**src/rtl/pacman_pkg.sv**
```systemverilog
// Shared definitions for the pellet map: playfield dimensions, the linear
// tile address type and the pellet_map_arbiter state encoding.
package pacman_pkg;

    localparam int unsigned TILE_COLS = 40;
    localparam int unsigned TILE_ROWS = 30;
    localparam int unsigned NUM_TILES = TILE_COLS * TILE_ROWS;

    typedef logic [10:0] tile_addr_t;

    localparam tile_addr_t LAST_TILE_ADDR = tile_addr_t'(NUM_TILES - 1);

    typedef enum logic [1:0] {
        ST_IDLE,
        ST_REFILL,
        ST_EAT_CHK,
        ST_DONE
    } arb_state_t;

endpackage

```
**src/rtl/pellet_tile_addr.sv**
```systemverilog
// Tile coordinate to linear address converter.
//   col, row  : tile coordinates (col 0..63, row 0..31 representable)
//   addr      : row*TILE_COLS + col
//   in_range  : 1 when col < TILE_COLS and row < TILE_ROWS
module pellet_tile_addr
    import pacman_pkg::*;
(
    input  logic [5:0] col,
    input  logic [4:0] row,
    output tile_addr_t addr,
    output logic       in_range
);

    assign addr     = tile_addr_t'(row) * tile_addr_t'(TILE_COLS) + tile_addr_t'(col);
    assign in_range = (col < 6'(TILE_COLS)) && (row < 5'(TILE_ROWS));

endmodule

```
**src/rtl/pellet_map_arbiter.sv**
```systemverilog
// Pellet bitmap owner and single-port arbiter.
//   Render port   : rd_req/rd_col/rd_row -> rd_data (1-cycle latency, always granted)
//   Eat port      : eat_req/eat_col/eat_row -> eat_done pulse + eat_hit
//   Refill        : refill_start pulse; sweeps layout_addr over the layout ROM,
//                   writing layout_bit into the map; refill_done pulse at the end
//   Status        : pellets_left (live count), map_valid (first refill finished)
// Port priority: render > refill > eat.
module pellet_map_arbiter
    import pacman_pkg::*;
(
    input  logic        clk,
    input  logic        reset,
    input  logic        rd_req,
    input  logic [5:0]  rd_col,
    input  logic [4:0]  rd_row,
    output logic        rd_data,
    input  logic        eat_req,
    input  logic [5:0]  eat_col,
    input  logic [4:0]  eat_row,
    output logic        eat_done,
    output logic        eat_hit,
    input  logic        refill_start,
    output logic [10:0] layout_addr,
    input  logic        layout_bit,
    output logic        refill_done,
    output logic [10:0] pellets_left,
    output logic        map_valid
);

    tile_addr_t rd_addr, eat_addr;
    logic       rd_in_range, eat_in_range;

    pellet_tile_addr u_rd_addr (
        .col      (rd_col),
        .row      (rd_row),
        .addr     (rd_addr),
        .in_range (rd_in_range)
    );

    pellet_tile_addr u_eat_addr (
        .col      (eat_col),
        .row      (eat_row),
        .addr     (eat_addr),
        .in_range (eat_in_range)
    );

    // Bitmap storage, single port with registered read.
    logic       mem [0:NUM_TILES-1];
    logic       ram_q;
    logic       ram_we, ram_re, ram_wd;
    tile_addr_t ram_addr;

    always_ff @(posedge clk) begin
        if (ram_we) begin
            mem[ram_addr] <= ram_wd;
        end else if (ram_re) begin
            ram_q <= mem[ram_addr];
        end
    end

    arb_state_t state_q, state_d;
    logic       pend_q, pend_d;
    tile_addr_t fill_addr_q, fill_addr_d;
    tile_addr_t count_q, count_d;
    logic       valid_q, valid_d;
    logic       done_q, done_d;
    logic       hit_q, hit_d;
    logic       rdone_q, rdone_d;
    logic       rd_ok_q, rd_ok_d;
    logic       chk_first_q, chk_first_d;
    logic       eat_bit;

    // The RAM output holds the eat read only in the first EAT_CHK cycle; a
    // render read may overwrite it later. Staying in EAT_CHK past that cycle
    // only happens when the bit was 1, so the bit can be reconstructed.
    assign eat_bit = chk_first_q ? ram_q : 1'b1;

    always_comb begin
        state_d     = state_q;
        pend_d      = pend_q | refill_start;
        fill_addr_d = fill_addr_q;
        count_d     = count_q;
        valid_d     = valid_q;
        done_d      = 1'b0;
        hit_d       = 1'b0;
        rdone_d     = 1'b0;
        rd_ok_d     = rd_req & rd_in_range & valid_q;
        ram_we      = 1'b0;
        ram_re      = rd_req & rd_in_range;
        ram_wd      = 1'b0;
        ram_addr    = rd_addr;

        case (state_q)
            ST_IDLE: begin
                if (pend_q) begin
                    state_d     = ST_REFILL;
                    pend_d      = refill_start;
                    count_d     = '0;
                    fill_addr_d = '0;
                end else if (eat_req) begin
                    if (!eat_in_range) begin
                        state_d = ST_DONE;
                        done_d  = 1'b1;
                    end else if (!rd_req) begin
                        ram_re   = 1'b1;
                        ram_addr = eat_addr;
                        state_d  = ST_EAT_CHK;
                    end
                end
            end
            ST_REFILL: begin
                if (!rd_req) begin
                    ram_we   = 1'b1;
                    ram_addr = fill_addr_q;
                    ram_wd   = layout_bit;
                    count_d  = count_q + tile_addr_t'(layout_bit);
                    if (fill_addr_q == LAST_TILE_ADDR) begin
                        state_d = ST_IDLE;
                        rdone_d = 1'b1;
                        valid_d = 1'b1;
                    end else begin
                        fill_addr_d = fill_addr_q + 11'd1;
                    end
                end
            end
            ST_EAT_CHK: begin
                if (!eat_bit) begin
                    state_d = ST_DONE;
                    done_d  = 1'b1;
                end else if (!rd_req) begin
                    ram_we   = 1'b1;
                    ram_addr = eat_addr;
                    ram_wd   = 1'b0;
                    count_d  = count_q - 11'd1;
                    state_d  = ST_DONE;
                    done_d   = 1'b1;
                    hit_d    = 1'b1;
                end
            end
            ST_DONE: begin
                state_d = ST_IDLE;
            end
            default: begin
                state_d = ST_IDLE;
            end
        endcase

        chk_first_d = (state_q == ST_IDLE) && (state_d == ST_EAT_CHK);
    end

    always_ff @(posedge clk) begin
        if (reset) begin
            state_q     <= ST_IDLE;
            pend_q      <= 1'b0;
            fill_addr_q <= '0;
            count_q     <= '0;
            valid_q     <= 1'b0;
            done_q      <= 1'b0;
            hit_q       <= 1'b0;
            rdone_q     <= 1'b0;
            rd_ok_q     <= 1'b0;
            chk_first_q <= 1'b0;
        end else begin
            state_q     <= state_d;
            pend_q      <= pend_d;
            fill_addr_q <= fill_addr_d;
            count_q     <= count_d;
            valid_q     <= valid_d;
            done_q      <= done_d;
            hit_q       <= hit_d;
            rdone_q     <= rdone_d;
            rd_ok_q     <= rd_ok_d;
            chk_first_q <= chk_first_d;
        end
    end

    assign rd_data      = ram_q & rd_ok_q;
    assign eat_done     = done_q;
    assign eat_hit      = hit_q;
    assign refill_done  = rdone_q;
    assign pellets_left = count_q;
    assign map_valid    = valid_q;
    assign layout_addr  = fill_addr_q;

endmodule

```
**config.mk**
```make
export PLATFORM = sky130hd
export DESIGN_NAME = pellet_map_arbiter
export DESIGN_NICKNAME = d
export VERILOG_FILES = /design/src/rtl/pacman_pkg.sv /design/src/rtl/pellet_tile_addr.sv /design/src/rtl/pellet_map_arbiter.sv
export SDC_FILE = /design/constraint.sdc
export NUM_CORES = 2
export LEC_CHECK = 0
export BUFFER_PORTS_ARGS = -buffer_cell sky130_fd_sc_hd__buf_2
export CAP_MARGIN = 20
export CORE_MARGIN = 10
export CORE_UTILIZATION = 40
export DETAILED_ROUTE_END_ITERATION = 10
export GPL_TIMING_DRIVEN = 0
export MAX_ROUTING_LAYER = met4
export SYNTH_ARGS = -nofsm -noshare
export SYNTH_HDL_FRONTEND = slang
export SYNTH_HIERARCHICAL = 1
export SYNTH_SLANG_ARGS = --single-unit
```
**constraint.sdc**
```tcl
create_clock -name clk -period 30.1 [get_ports clk]
set_clock_uncertainty 0.1 [all_clocks]
set_input_delay 3.01 -clock clk [delete_from_list [all_inputs] [get_ports clk]]
set_output_delay 3.01 -clock clk [all_outputs]
set_load 0.01 [all_outputs]
```
# Word level (Yosys, flattened, before mapping)

Memory sizes are Yosys's and may differ from the RTL's. A register that Yosys moved wholly into a read port is not among the register bits.
Cells that the tools add are included.

Output and inout port bits: 27
Memories kept: 1
Bits in registers: 31
Bits in writable memories: 1200
Logic and storage cells: 97

$add $sub $neg: 5
Multiplexer cells: 45
$lt $le $gt $ge: 4
$mul: 2
Reductions and logical operators: 12
Bitwise logic cells: 8
Eq/ne operators: 10

Memories:

| name | depth | bits a word | read ports | clocked after memory_dff | wr ports | line                     | source |
|---|---|---|---|---|---|---|---|
| mem  | 1200  | 1           | 1          | 1                        | 1        | pellet_map_arbiter.sv:48 | `logic mem [0:NUM_TILES-1];` |

Operators with widths:

| kind                                               | count |
|---|---|
| 2-to-1 mux 11 bit                                  | 12 |
| one-hot mux 11 bit (3 select lines)                | 2 |
| adder 11 x 6 -> 11 bit                             | 2 |
| one-hot mux 11 bit (2 select lines)                | 1 |
| 2-to-1 mux 1 bit                                   | 19 |
| multiplier 5 x 3 -> 8 bit, second input constant   | 2 |
| 2-to-1 mux 2 bit                                   | 8 |
| < comparator 6 bit, second input constant          | 2 |
| adder 11 x 1 -> 11 bit                             | 1 |
| adder 11 x 1 -> 11 bit, second input constant      | 1 |
| == test 11 bit, second input constant              | 1 |
| subtractor 11 x 1 -> 11 bit, second input constant | 1 |
| < comparator 5 bit, second input constant          | 2 |
| != test 2 bit, second input constant               | 5 |
| one-hot mux 2 bit (4 select lines)                 | 1 |
| == test 2 bit, second input constant               | 3 |
| AND reduction 5 bit                                | 1 |
| NOT 1 bit                                          | 4 |
| one-hot mux 1 bit (2 select lines)                 | 2 |
| AND reduction 4 bit                                | 1 |
| bitwise AND 1 bit                                  | 3 |
| logical AND 1 bit                                  | 3 |
| AND reduction 3 bit                                | 1 |
| nonzero test 3 bit                                 | 1 |
| other kinds (7)                                    | 7 |

# Longest topological paths before layout

Depth after elaboration: 9
Gate-level depth with buffers: 19

# Cells and area by module

The synthesis kept the hierarchy.

By module, submodules not included:

| module             | times used | area each (µm²) | cells an instance |
|---|---|---|---|
| pellet_map_arbiter | 1          | 51274.2         | 4053 |
| pellet_tile_addr   | 2          | 374.1           | 43 |

# Worst setup path before layout

Ideal clock, no wire load.

Path type: input to register
Start point: input port rd_req
End point: memory mem[0] (data pin)
Slack: 8.420 ns
Required time: 26.645 ns
Arrival time: 18.224 ns
Stages on the path: 2
Cell sequence: inv_1 -> and3_1

Longest elaborated chain between the ends: 2

RTL lines:

| item             | line                      | source |
|---|---|---|
| start, declared  | pellet_map_arbiter.sv:13  | `input logic rd_req,` |
| 2-to-1 mux 1 bit | pellet_map_arbiter.sv:112 | `if (!rd_req) begin` |
| 2-to-1 mux 1 bit | --                        |  |
| net ram_wd       | pellet_map_arbiter.sv:50  | `logic ram_we, ram_re, ram_wd;` |
| end, declared    | pellet_map_arbiter.sv:48  |  |

The timed path passes the listed nets, and every way through them passes these cells.

# Final worst setup path

Start point: input port eat_col[4]
End point: register ram_q, read port of mem (data pin)

Longest elaborated chain between the ends: 7
Elaborated cells between the ends (all ways): 14
Classes of those cells: 1 x add/sub; 1 x order compare; 10 x mux; 2 x reduce/logical

RTL lines:

| item                          | line                      | source |
|---|---|---|
| start, declared               | pellet_map_arbiter.sv:18  | `input logic [5:0] eat_col,` |
| < comparator 6 bit (*)        | pellet_tile_addr.sv:15    | `assign in_range = (col < 6'(TILE_COLS)) && (row < 5'(TILE_ROWS));` |
| logical AND 1 bit (*)         | pellet_tile_addr.sv:15    |  |
| net eat_in_range              | pellet_map_arbiter.sv:31  | `logic rd_in_range, eat_in_range;` |
| 2-to-1 mux 1 bit              | pellet_map_arbiter.sv:101 | `if (!eat_in_range) begin` |
| 2-to-1 mux 1 bit              | pellet_map_arbiter.sv:100 | `end else if (eat_req) begin` |
| 2-to-1 mux 1 bit              | pellet_map_arbiter.sv:95  | `if (pend_q) begin` |
| 2-to-1 mux 1 bit              | pellet_map_arbiter.sv:93  | `case (state_q)` |
| AND reduction 2 bit (no line) | --                        |  |
| end, declared                 | pellet_map_arbiter.sv:49  | `logic ram_q;` |

The timed path passes the listed nets; every way through them passes the cells marked *.
A chain may end at the register's enable or synchronous reset.

==> summary.md <==
| Metric | Value |
|---|---|
| Die width | 381 um |
| R2R depth | 16 |
| Startpoint type of the worst setup path | input pin |
| Worst hold path cell count | 2 |
| Number of synthesized register bits | 1232 |
| Reg-to-Reg End | ram_q |
| Remaining global-route overflow | 0 |
| Die area | 0.145 mm^2 |
| Post-synth ARST share | 0% |
| Wire length reported by the detailed router | 209000 um |
| Setup Crit Path Kind | input pin to flip-flop |
| I/O pin count | 55 |
| Top achievable clock speed | 91.9 MHz |
| Vias after detailed routing | 40.3k |
| CP Data Required Time | 30.39 ns |
| Global-route wire length before repair | 285000 um |
| TritonCTS buffer count | 134 |
| Core area | 0.129 mm^2 |
| DRC violation count after routing | 0 |
| Top fanout value on the critical path | 10 |
| Setup crit end kind | flip-flop |
| Chain of cells forming the critical path | buf_2, o21a_1, a41oi_1, nand3b_1, a22oi_1, nand2_1, a22o_1, clkbuf_1, nand3_1, clkbuf_1, clkbuf_1, clkbuf_1, o22ai_1, o41ai_1, o21ai_0, o31ai_1, nand4b_1 |
| DRC violation total after the first TritonRoute iteration | 9406 |
| Standard cell with the maximum stage delay on the critical path | clkbuf_1 |
| Share of layout cells above drive strength 1 | 8.97% |
| Root buffer selected by CTS | clkbuf_16 |
| Number of enable-type register cells in the synthesized netlist | 1201 |
| Maximum count of clock buffers along a single path | 3 |
| Fin. max-slew vios | 0 |
| Slew HR | 10.2% |
| Count of yosys warnings during synthesis | 6 |
| Clock input transition at the sequential cells of the worst setup and hold paths | 0.05 ns |
| Drt wl/cell | 33.4 um |
| Hold Buf Count CTS | 0 |
| Buffers plus inverters on the worst setup path | 5 |
| Leakage | 17.8 nW |
| Number of detailed-routing iterations run before antenna repair | 10 |
| Data arrival at the endpoint of the critical path | 11.17 ns |
| Effective utilization at floorplan | 40.2% |
| Post-synthesis cell type count | 62 |
| Cell Area, Synth | 0.0520 mm^2 |
| Resize count post-CTS | 0 |
| RSZ-0062 raised after global routing | no |
| Chip Height | 381 um |
| Number of global-route vias before repair | 37.1k |
| Syn_area_per_cell | 12.6 um^2 |
| Port Buf Inserts | 48 |
| Fraction of the cycle the final worst path needs | 36.2% |
| Dominant register cell in the synthesized netlist | edfxtp_1 |
| Via-per-instance ratio | 6.43 |
| Result of the run | finished, final reports clean |
| GRT Resource Usage Total | 28.5% |
| Max_cap viols | 0 |
| Hold path startpoint | map_valid |
| Routability-driven placement congestion ratio | 0.949 |
| Final-layout fill cell count | 11.6k |
| Utilization of the core after routing | 46.7% |
| Delay-heaviest family, CP | compound AO/OA/AOI/OAI gates |
| Beginning of the worst register-to-register path | state_q[0] |
| Area post-placement | 0.0561 mm^2 |
| Area grow syn2layout | 16.1% |
| Detailed Place HPWL | 138000 um |
| Number of placement rows | 132 |
| Hold endpoint | rd_ok_q |
| Actual transition at the worst max-transition pin | 1.34 ns |
| Post-DRT Antenna Nets | 0 |
| Min cycle time layout | 10.88 ns |
| Clock tree from TritonCTS | built |
| Worst vdd rail ir drop | 0.0596 mV |
| Pwr Density | 73.6 mW/mm^2 |
| Clock H-tree levels | 4 |
| Number of nets in the layout | 4495 |
| Maximum cell stage delay along the critical path | 0.90 ns |
| Clock latency at the later pin of the worst-skew pair | 0.79 ns |
| Post-synthesis sequential area ratio | 70.5% |
| Pin count of the biggest net entering global routing | 109 |
| Final standard cell area without fillers | 0.0604 mm^2 |
| Antenna violations before repair | 8 |
| Total setup violations reported at the end of the flow | 0 |
| Synth Net Count | 4207 |
| Number of cells produced by synthesis | 4139 |
| Most frequent cell on the critical path | clkbuf_1 |
| Clock tree sinks | 1232 |
| Worst hold path type | flip-flop to flip-flop |
| R2R setup slack | 21.50 ns |
| Hold Fails Final Rpt | 0 |
| # Post-CTS Setup Buffers | 0 |
## registers in the layout, summed over array words and instances (netlist names)
register,count
chk_first_q,1
eat_done,1
eat_hit,1
layout_addr,11
map_valid,1
mem,1200
pellets_left,11
pend_q,1
ram_q,1
rd_ok_q,1
refill_done,1
state_q,2
## area by class of cell
type                       count  area [um^2]  area share, %
clock buffer                 175         3650           6.05
inverter                      34          128          0.211
multi-input combinational   2483        13700           22.7
sequential                  1232        36700           60.7
clock inverter                50          463          0.767
antenna                       11         27.5         0.0456
timing repair buffer         152         1990           3.29
buffer                       390         1570           2.59
tap                         1742         2180           3.61
## metal layers
layer  vias to the layer above  GRT usage (%)  wire length [um]
li1                      16100              -                 -
met1                     20000           36.0             73600
met2                      3465           40.7             89300
met3                       735           8.57             32400
met4                         0           15.8             14200
met5                         -              -                 0
## Yosys cell counts (all sizes together), types with 7 or more instances
master / n / area share, %
nor2b: 8 / 0.096
a21o: 7 / 0.10
o21a: 7 / 0.10
a21oi: 120 / 1.2
o21ai: 21 / 0.21
a22o: 10 / 0.17
ha: 35 / 0.84
a21boi: 209 / 3.0
nor3: 22 / 0.21
and3: 12 / 0.14
or4: 17 / 0.25
nor2: 1252 / 9.0
o41ai: 8 / 0.16
clkbuf: 313 / 2.3
edfxtp: 1201 / 69
o22ai: 104 / 1.3
nand3: 15 / 0.14
dfxtp: 31 / 1.2
xnor2: 14 / 0.24
a22oi: 21 / 0.30
nor4: 26 / 0.31
nand2: 203 / 1.5
xor2: 14 / 0.26
inv: 34 / 0.25
a222oi: 300 / 5.8
buf: 77 / 0.73
## through the flow
step                cells  hold WS [ns]  power, W  setup TNS [ns]  setup slack (ns)
CTS                  6246         0.400   0.00439               0             19.88
global route         6265         0.430   0.00451               0             19.55
global placement     5929         0.385   0.00285        -4417.86             -3.77
finish               6269         0.399   0.00445               0             19.22
detailed placement   6021         0.385   0.00282               0             19.16
floorplan            4139         0.391   0.00243               0              8.42
## cells by family (layout without fill, tap and decap cells)
logic type / Yosys count / count (layout) / share of synthesized area [%]
adder cells (fa/ha/maj): 40 / 40 / 1.03
multiplexers: 1 / 1 / 0.0192
XOR/XNOR: 28 / 28 / 0.500
AND/OR/NAND/NOR: 1578 / 1578 / 12.0
AO/OA/AOI/OAI: 836 / 836 / 12.7
buffers and inverters: 424 / 801 / 3.24
flip-flops: 1232 / 1232 / 70.5
other: 0 / 11 / 0
## tightest hold or removal path, stage by stage, from the launching register on
cell and delay [ns]:
dfxtp_1 0.32, nand2b_1 0.09, nor2_1 0.05
## cell usage in the layout, fill, tap and decap left out, types with 30 or more instances in the layout
master,n
a21boi_0,205
a21oi_1,118
a222oi_1,300
buf_1,30
buf_2,87
buf_8,60
clkbuf_1,337
clkbuf_16,139
dfxtp_1,31
edfxtp_1,1201
ha_1,35
inv_1,34
nand2_1,203
nor2_1,1247
o22ai_1,104
## report_power, final
group / leakage, nW / switching, W / total, W / internal, W
registers: 10.6 / 0.00000375 / 0.00190 / 0.00189
clock network: 2.01 / 0.000688 / 0.00160 / 0.000912
logic: 5.13 / 0.000685 / 0.000949 / 0.000263
total: 17.8 / 0.00138 / 0.00445 / 0.00307
## worst max path at each step
stage | cells after the start | to | from | slack, ns
finish | 17 | ram_q | eat_col[4] | 19.22
global route | 17 | ram_q | eat_col[4] | 19.55
CTS | 17 | ram_q | eat_col[4] | 19.88
detailed placement | 17 | ram_q | eat_col[4] | 19.16
global placement | 3 | mem[188] | rd_req | -3.77
floorplan | 2 | mem[0] | rd_req | 8.42
Power figures use the tool's default switching activity.
